===== src/rtl/mux_select_pipe.sv =====
// mux_select_pipe: registered NUM_IN-way select stage with a valid/ready
// handshake and a 2-entry skid buffer. An out-of-range select produces
// zero data, and the error flag travels with the item. A saturating
// counter tracks these select errors.
//
// state    | meaning
// ---------+------------------------------------------
// ST_EMPTY | no item held, out_valid=0
// ST_MAIN  | main register holds the output item
// ST_FULL  | main and skid both hold items, in_ready=0
module mux_select_pipe #(
  parameter int WIDTH  = 32,
  parameter int NUM_IN = 4,
  parameter int SEL_W  = 2,
  parameter int CNT_W  = 8
) (
  input  logic                    clk,
  input  logic                    reset,
  input  logic [NUM_IN*WIDTH-1:0] in_data,
  input  logic [SEL_W-1:0]        in_sel,
  input  logic                    in_valid,
  output logic                    in_ready,
  output logic [WIDTH-1:0]        out_data,
  output logic                    out_err,
  output logic                    out_valid,
  input  logic                    out_ready,
  output logic [CNT_W-1:0]        err_count
);

  typedef enum logic [1:0] {ST_EMPTY, ST_MAIN, ST_FULL} state_t;

  state_t           state;
  state_t           state_next;
  logic             in_ready_q;
  logic [WIDTH-1:0] main_data;
  logic             main_err;
  logic [WIDTH-1:0] skid_data;
  logic             skid_err;
  logic [WIDTH-1:0] sel_data;
  logic             sel_err;
  logic             accept;
  logic             drain;
  logic             load_new_main;
  logic             load_skid_main;
  logic             load_new_skid;

  assign out_valid = (state != ST_EMPTY);
  assign in_ready  = in_ready_q;
  assign out_data  = main_data;
  assign out_err   = main_err;
  assign accept    = in_valid & in_ready_q;
  assign drain     = out_valid & out_ready;

  // Channel select; any select with no matching channel yields zero data and sets the error flag.
  always_comb begin
    sel_data = '0;
    sel_err  = 1'b1;
    for (int k = 0; k < NUM_IN; k++) begin
      if (in_sel == k[SEL_W-1:0]) begin
        sel_data = in_data[k*WIDTH +: WIDTH];
        sel_err  = 1'b0;
      end
    end
  end

  // Next state and register load enables for the E/M/F occupancy states.
  always_comb begin
    state_next     = state;
    load_new_main  = 1'b0;
    load_skid_main = 1'b0;
    load_new_skid  = 1'b0;
    case (state)
      ST_EMPTY: begin
        if (accept) begin
          state_next    = ST_MAIN;
          load_new_main = 1'b1;
        end
      end
      ST_MAIN: begin
        if (drain && accept) begin
          load_new_main = 1'b1;
        end else if (drain) begin
          state_next = ST_EMPTY;
        end else if (accept) begin
          state_next    = ST_FULL;
          load_new_skid = 1'b1;
        end
      end
      ST_FULL: begin
        if (drain) begin
          state_next     = ST_MAIN;
          load_skid_main = 1'b1;
        end
      end
      default: state_next = ST_EMPTY;
    endcase
  end

  // State register; in_ready is registered from the next state so out_ready has no comb path to it.
  always_ff @(posedge clk) begin
    if (reset) begin
      state      <= ST_EMPTY;
      in_ready_q <= 1'b1;
    end else begin
      state      <= state_next;
      in_ready_q <= (state_next != ST_FULL);
    end
  end

  // Main and skid data registers; main holds its value while the stage is empty.
  always_ff @(posedge clk) begin
    if (reset) begin
      main_data <= '0;
      main_err  <= 1'b0;
      skid_data <= '0;
      skid_err  <= 1'b0;
    end else begin
      if (load_new_main) begin
        main_data <= sel_data;
        main_err  <= sel_err;
      end else if (load_skid_main) begin
        main_data <= skid_data;
        main_err  <= skid_err;
      end
      if (load_new_skid) begin
        skid_data <= sel_data;
        skid_err  <= sel_err;
      end
    end
  end

  // Saturating count of accepted items whose select was out of range.
  always_ff @(posedge clk) begin
    if (reset) begin
      err_count <= '0;
    end else if (accept && sel_err && !(&err_count)) begin
      err_count <= err_count + CNT_W'(1);
    end
  end

endmodule

===== config.mk =====
export PLATFORM = sky130hd
export DESIGN_NAME = mux_select_pipe
export DESIGN_NICKNAME = d
export VERILOG_FILES = /design/src/rtl/mux_select_pipe.sv
export SDC_FILE = /design/constraint.sdc
export NUM_CORES = 1
export LEC_CHECK = 0
export ABC_AREA = 1
export CELL_PAD_IN_SITES_DETAIL_PLACEMENT = 0
export CELL_PAD_IN_SITES_GLOBAL_PLACEMENT = 1
export CORE_MARGIN = 3
export CORE_UTILIZATION = 45
export CTS_BUF_LIST = sky130_fd_sc_hd__clkbuf_8
export DETAILED_ROUTE_END_ITERATION = 8
export DONT_BUFFER_PORTS = 1
export HOLD_SLACK_MARGIN = 0.03
export PLACE_DENSITY_LB_ADDON = 0.1
export REMOVE_ABC_BUFFERS = 1
export SYNTH_ARGS = -nofsm -noshare
export SYNTH_HDL_FRONTEND = slang
export SYNTH_SLANG_ARGS = --single-unit

===== constraint.sdc =====
create_clock -name clk -period 1.4 [get_ports clk]
set_input_delay 0.21 -clock clk [delete_from_list [all_inputs] [get_ports clk]]
set_output_delay 0.21 -clock clk [all_outputs]
set_load 0.005 [all_outputs]

==> Word level (Yosys, flattened, before mapping) <==
Index checks and enable logic that the tools add are counted.
{ "totals": {"out_inout_bits": 43, "inputBits": 134, "reg_bits": 77, "word_cells": 51} }
{ "op_classes": {"muxes": 26, "reduce_logical": 9, "eq_ne": 6, "n_addsub": 1, "bitwise": 2} }
{ "op_table": {"columns": ["op", "n"], "rows": [
  ["32-bit 2-to-1 mux", 6],
  ["1-bit 2-to-1 mux", 13],
  ["2-bit 2-to-1 mux", 5],
  ["8-bit by 1-bit adder with 8-bit output, second input constant", 1],
  ["8-bit AND reduction", 1],
  ["2-bit equality test, second input constant", 3],
  ["2-bit case mux with 3 select lines", 1],
  ["2-bit by 1-bit equality test with 1-bit output, second input constant", 2],
  ["2-bit zero test", 2],
  ["2-bit nonzero test", 2],
  ["1-bit logical AND", 3],
  ["1-bit AND", 2],
  ["2-bit != test, second input constant", 1],
  ["1-bit case mux with 2 select lines", 1],
  ["1-bit zero test", 1]
]} }

==> Depth between registers and ports, before layout <==
{ "logic_depth": {"ltp_word": 7, "depth_mapped": 9, "mapped_depth_nobuf": 7} }

==> Worst setup path after synthesis <==
No wires, ideal clock.
{ "synth_path": {"kind": "register -> register", "startpoint": "reg in_ready_q (netlist: in_ready)", "endpoint": "reg skid_data[21]", "required_ns": 1.280, "n_path_buf": 2, "setup_time_ns": 0.120, "slack_ns": 0.233, "stages_incl_launch_ff": 6, "synth_period_minus_slack_ns": 1.167, "arrival_ns": 1.047, "cell_sequence": "dfxtp_1 > nand3_4 > nor2_2 > buf_4 > buf_4 > a21oi_1"} }
{ "synth_between": {"elab_chain_cells": 5, "word_cells_on_any_way": 6, "classes_between": "mux: 4; bitwise: 1; reduce/logical: 1"} }
{ "synth_rtl": {"columns": ["element", "line", "text"], "rows": [
  ["start: declaration", "34", "logic in_ready_q;"],
  ["start signal: assignment", "106", "in_ready_q <= (state_next != ST_FULL);"],
  ["1-bit AND *", "51", "assign accept = in_valid & in_ready_q;"],
  ["1-bit 2-to-1 mux", "84", "end else if (accept) begin"],
  ["1-bit 2-to-1 mux", "82", "end else if (drain) begin"],
  ["1-bit 2-to-1 mux *", "80", "if (drain && accept) begin"],
  ["1-bit 2-to-1 mux *", "72", "case (state)"],
  ["end signal: assignment", "126", "skid_data <= sel_data;"],
  ["end: declaration", "37", "logic [WIDTH-1:0] skid_data;"]
]} }
Every way passes the cells marked *; elsewhere a longest branch is shown, timed or not.
A chain may end at the register's enable or synchronous reset.

==> Final worst setup path <==
{ "layout_path": {"startpoint": "reg state[1]", "endpoint": "reg main_data[2] (netlist: out_data[2])"} }
{ "layout_between": {"elab_chain_cells": 6, "word_cells_on_any_way": 12, "classes_between": "eq/ne: 2; mux: 5; bitwise: 1; reduce/logical: 4"} }
{ "layout_rtl": {"columns": ["element", "line", "text"], "rows": [
  ["start: declaration", "32", "state_t state;"],
  ["start signal: assignment", "105", "state <= state_next;"],
  ["2-bit nonzero test", "47", "assign out_valid = (state != ST_EMPTY);"],
  ["1-bit AND", "52", "assign drain = out_valid & out_ready;"],
  ["1-bit logical AND", "80", null],
  ["1-bit 2-to-1 mux", "80", null],
  ["1-bit case mux with 2 select lines", "72", null],
  ["32-bit 2-to-1 mux or 2-bit nonzero test (tied branches)", null, null],
  ["end signal: assignment", "119", "main_data <= sel_data;"],
  ["end signal: assignment", "122", "main_data <= skid_data;"],
  ["end: declaration", "35", "logic [WIDTH-1:0] main_data;"]
]} }
Several ways; a longest one is shown, not always the timed one.

==> summary.md <==
| Metric | Value |
|---|---|
| Result of the run | finished, final reports clean |
| Largest cells by area after synthesis | sky130_fd_sc_hd__dfxtp_1, sky130_fd_sc_hd__nand2_1, sky130_fd_sc_hd__nand3_1 |
| Area of combinational cells with multiple inputs | 2270 sq um |
| Post-synthesis sequential area ratio | 36.8% |
| IO Pins | 177 |
| Number of global-route vias before repair | 3493 |
| Clock tree root buffer cell | sky130_fd_sc_hd__clkbuf_8 |
| Share of cells above drive strength 1 | 12.5% |
| Per-cell via count in the routed design | 5.40 |
| Kind of start point of the critical path | register |
| Combinational group share of total power | 17.3% |
| Worst-case clock buffer depth | 2 |
| Starting density of the core | 47.1% |
| Placed Cells incl. Taps | 694 |
| Number of max-cap violations | 0 |
| Synth async-reset ratio | 0% |
| Placed instance area | 4200 sq um |
| Final routed wirelength across all metal layers | 12.2 mm |
| Total track usage | 20.7% |
| Highest clock frequency the design can meet | 0.727 GHz |
| Slowest Stage Delay on Critical Path | 350 ps |
| Remaining global-route overflow | 0 |
| RSZ-0062 raised after global routing | true |
| Most instantiated cells after synthesis | sky130_fd_sc_hd__nand2_1, sky130_fd_sc_hd__nand3_1, sky130_fd_sc_hd__dfxtp_1 |
| Count of flip-flops with a built-in enable after synthesis | 0 |
| Worst-case clock skew | 9.42 ps |
| Cells traversed along the worst timing path | inv_4, nand3_4, nor2_4, buf_12, buf_12, nor2_1, nor2_1, nand2_1, nand2_1 |
| Clock latency at the later pin of the worst-skew pair | 350 ps |
| Area share of the largest cell type after synthesis | 36.8% |
| Clock edge transition at the registers on the reported setup and hold paths | 80 ps |
| Static Leak | 1.96 nW |
| Worst hold path class | in -> reg |
| Syn_area_per_cell | 6.78 sq um |
| Top-count cell post-synth | sky130_fd_sc_hd__nand2_1 |
| Final-report max-slew violation count | 0 |
| HPWL Detailed | 7.41 mm |
| Mapped cell area | 4190 sq um |
| Final Hold Slack | 57.2 ps |
| Hold Violations, Final | 0 |
| Post-route DRC | 0 |
| Area added between synthesis and finish | 11.0% |
| Switch Pwr | 1.52 mW |
| # fillers | 899 |
| Sequential cell fraction of total power | 45.1% |
| Required time worst endpoint | 1690 ps |
| Port Buffers | 0 |
| Hold_sp | out_ready |
| Final worst path period share | 98.3% |
| Most used flip-flop cell after synthesis | sky130_fd_sc_hd__dfxtp_1 |
| Count of nets after finishing | 743 |
| Slowest cell on crit path | sky130_fd_sc_hd__dfxtp_2 |
| Horiz. Die Dim | 102 um |
| Largest net degree at the start of global routing | 56 |
| Routed vias | 3902 |
| TritonCTS Sinks | 77 |
| Switching share of power | 28.2% |
| Synth warnings | 0 |
| Global-route wire length before repair | 17.3 mm |
| Height of the chip | 102 um |
| Final weighted congestion in routability-driven placement | 0.764 |
| # setup viols final | 0 |
| Footprint of the flip-flops and latches | 1540 sq um |
| CTS H-tree depth | 3 |
| RR Startpoint | state[1]$_SDFF_PP0_ |
| Source of the critical timing path | state[1]$_SDFF_PP0_ |
| Part of the total power dissipated in the clock network | 37.7% |
| Router iterations before antenna repair | 4 |
| Power per cell area | 1160 nW/um^2 |
| Register bit total from synthesis | 77 |
| Int Pwr | 3.87 mW |
| Top cell type by total area after synthesis | sky130_fd_sc_hd__dfxtp_1 |
| Count of standard-cell rows | 34 |
| Non-filler cells, final | 723 |
| Initial antenna violation count | 1 |
| Cell count after synthesis | 618 |
| Final Total Pwr | 5.38 mW |
| Die ar. | 10500 sq um |
| Max transition margin | 72.0% |
| Element type at the critical path end | register |
| Class of the most critical setup path | reg -> reg |
| Count of routing violations after the opening detailed-route iteration | 162 |
| Final non-filler cell area | 4650 sq um |
| Critical path data arrival time | 1670 ps |
| Worst VDD drop | 0.473 mV |
| Final antenna-violating net count | 0 |
| Area of the core region | 8890 sq um |
| Clock tree from TritonCTS | yes |
| Final critical-path required period | 1380 ps |
| Unique cell type count in the Yosys netlist | 25 |
| Final routed wire length divided by cell count | 16.8 um |
| CTS buffer count | 9 |
| Worst-path fanout max | 7 |
| Worst-Margin Slew | 418 ps |
==> worst max-delay path: cells and delay by family (launching register included) <==
kind / cells / cell delay (ps)
AND/OR/NAND/NOR: 6 / 620
flip-flops: 1 / 350
buffers and inverters: 3 / 340
==> power by group through the flow <==
stage | Sequential, mW | Combinational (mW) | Clock (mW)
2_1_floorplan | 2.44 | 0.596 | 0
3_3_place_gp | 2.48 | 0.792 | 0
3_5_place_dp | 2.48 | 0.807 | 0
4_1_cts | 2.43 | 0.819 | 2.05
5_1_grt | 2.44 | 1.06 | 2.13
6_report | 2.43 | 0.930 | 2.03
==> registers in the layout (all words and copies together) (netlist names) <==
register,cells
out_data,32
skid_data,32
err_count,8
state,2
in_ready,1
out_err,1
skid_err,1
==> what timing repair did <==
item | in CTS | in global routing
resized for setup | 0 | 4
endpoints found under the setup margin | 0 | 34
hold buffers | 1 | 0
endpoints found under the hold margin | 11 | 0
setup buffers | 0 | 4
==> routing by layer <==
metal  vias to the layer above  global-route usage, %  part of all wire, %
li1                       1992                      -                    -
met1                      1748                   27.3                   43
met2                       151                   34.1                   47
met3                        11                   4.60                  8.6
met4                         0                   6.26                  1.3
met5                         -                      0                    0
==> stage by stage <==
| stage | setup WS (ps) | TNS, ps | util [%] |
|---|---|---|---|
| final | 23.9 | 0 | 52.3 |
| after global routing | -82.6 | -336 | 52.3 |
| after CTS | 62.6 | 0 | 50.0 |
| after detailed placement | 82.4 | 0 | 47.2 |
| after global placement | 103 | 0 | 47.2 |
| after floorplan | -1140 | -37290 | - |
==> cell type report <==
cell class	instances	area share [%]
clock inverter	7	2.48
antenna	1	0.0538
tap	108	2.91
sequential	77	33.2
clock buffer	9	2.66
timing repair buffer	23	7.16
inverter	32	2.64
multi-input combinational	466	48.9
==> layout by cell type, fill, tap and decap left out, types with 2 or more instances in the layout <==
| cell type | n |
|---|---|
| sky130_fd_sc_hd__inv_2 | 2 |
| sky130_fd_sc_hd__a21oi_1 | 29 |
| sky130_fd_sc_hd__clkbuf_16 | 5 |
| sky130_fd_sc_hd__dfxtp_2 | 2 |
| sky130_fd_sc_hd__a21oi_2 | 20 |
| sky130_fd_sc_hd__nand2_4 | 4 |
| sky130_fd_sc_hd__or2_1 | 25 |
| sky130_fd_sc_hd__nand2_1 | 165 |
| sky130_fd_sc_hd__nor2_4 | 4 |
| sky130_fd_sc_hd__clkbuf_8 | 9 |
| sky130_fd_sc_hd__nand3_4 | 2 |
| sky130_fd_sc_hd__inv_1 | 30 |
| sky130_fd_sc_hd__buf_6 | 2 |
| sky130_fd_sc_hd__nand2_2 | 2 |
| sky130_fd_sc_hd__buf_4 | 10 |
| sky130_fd_sc_hd__nand3_1 | 81 |
| sky130_fd_sc_hd__or2_0 | 5 |
| sky130_fd_sc_hd__bufinv_16 | 3 |
| sky130_fd_sc_hd__buf_12 | 5 |
| sky130_fd_sc_hd__nor2_1 | 44 |
| sky130_fd_sc_hd__o21ai_1 | 20 |
| sky130_fd_sc_hd__dfxtp_1 | 75 |
| sky130_fd_sc_hd__or2_2 | 2 |
| sky130_fd_sc_hd__o21ai_0 | 61 |
==> logic make-up (layout without fill, tap and decap cells) <==
kind of cell	Yosys count	after routing	synth area share, %
flip-flops	77	77	36.8
buffers and inverters	75	71	9.17
AND/OR/NAND/NOR	335	335	36.3
other	0	1	0
AO/OA/AOI/OAI	131	131	17.7
==> worst paths after layout <==
path | endpoint | slack (ps) | depth (start not counted)
worst max-delay path | out_data[2]$_SDFFE_PP0P_ | 20 | 9
worst min-delay path | state[0]$_SDFF_PP0_ | 60 | 3
worst max register to register | out_data[2]$_SDFFE_PP0P_ | 20 | 9
worst min register to register | err_count[0]$_SDFFE_PP0P_ | 450 | 2
(Power assumes the default switching activity.)
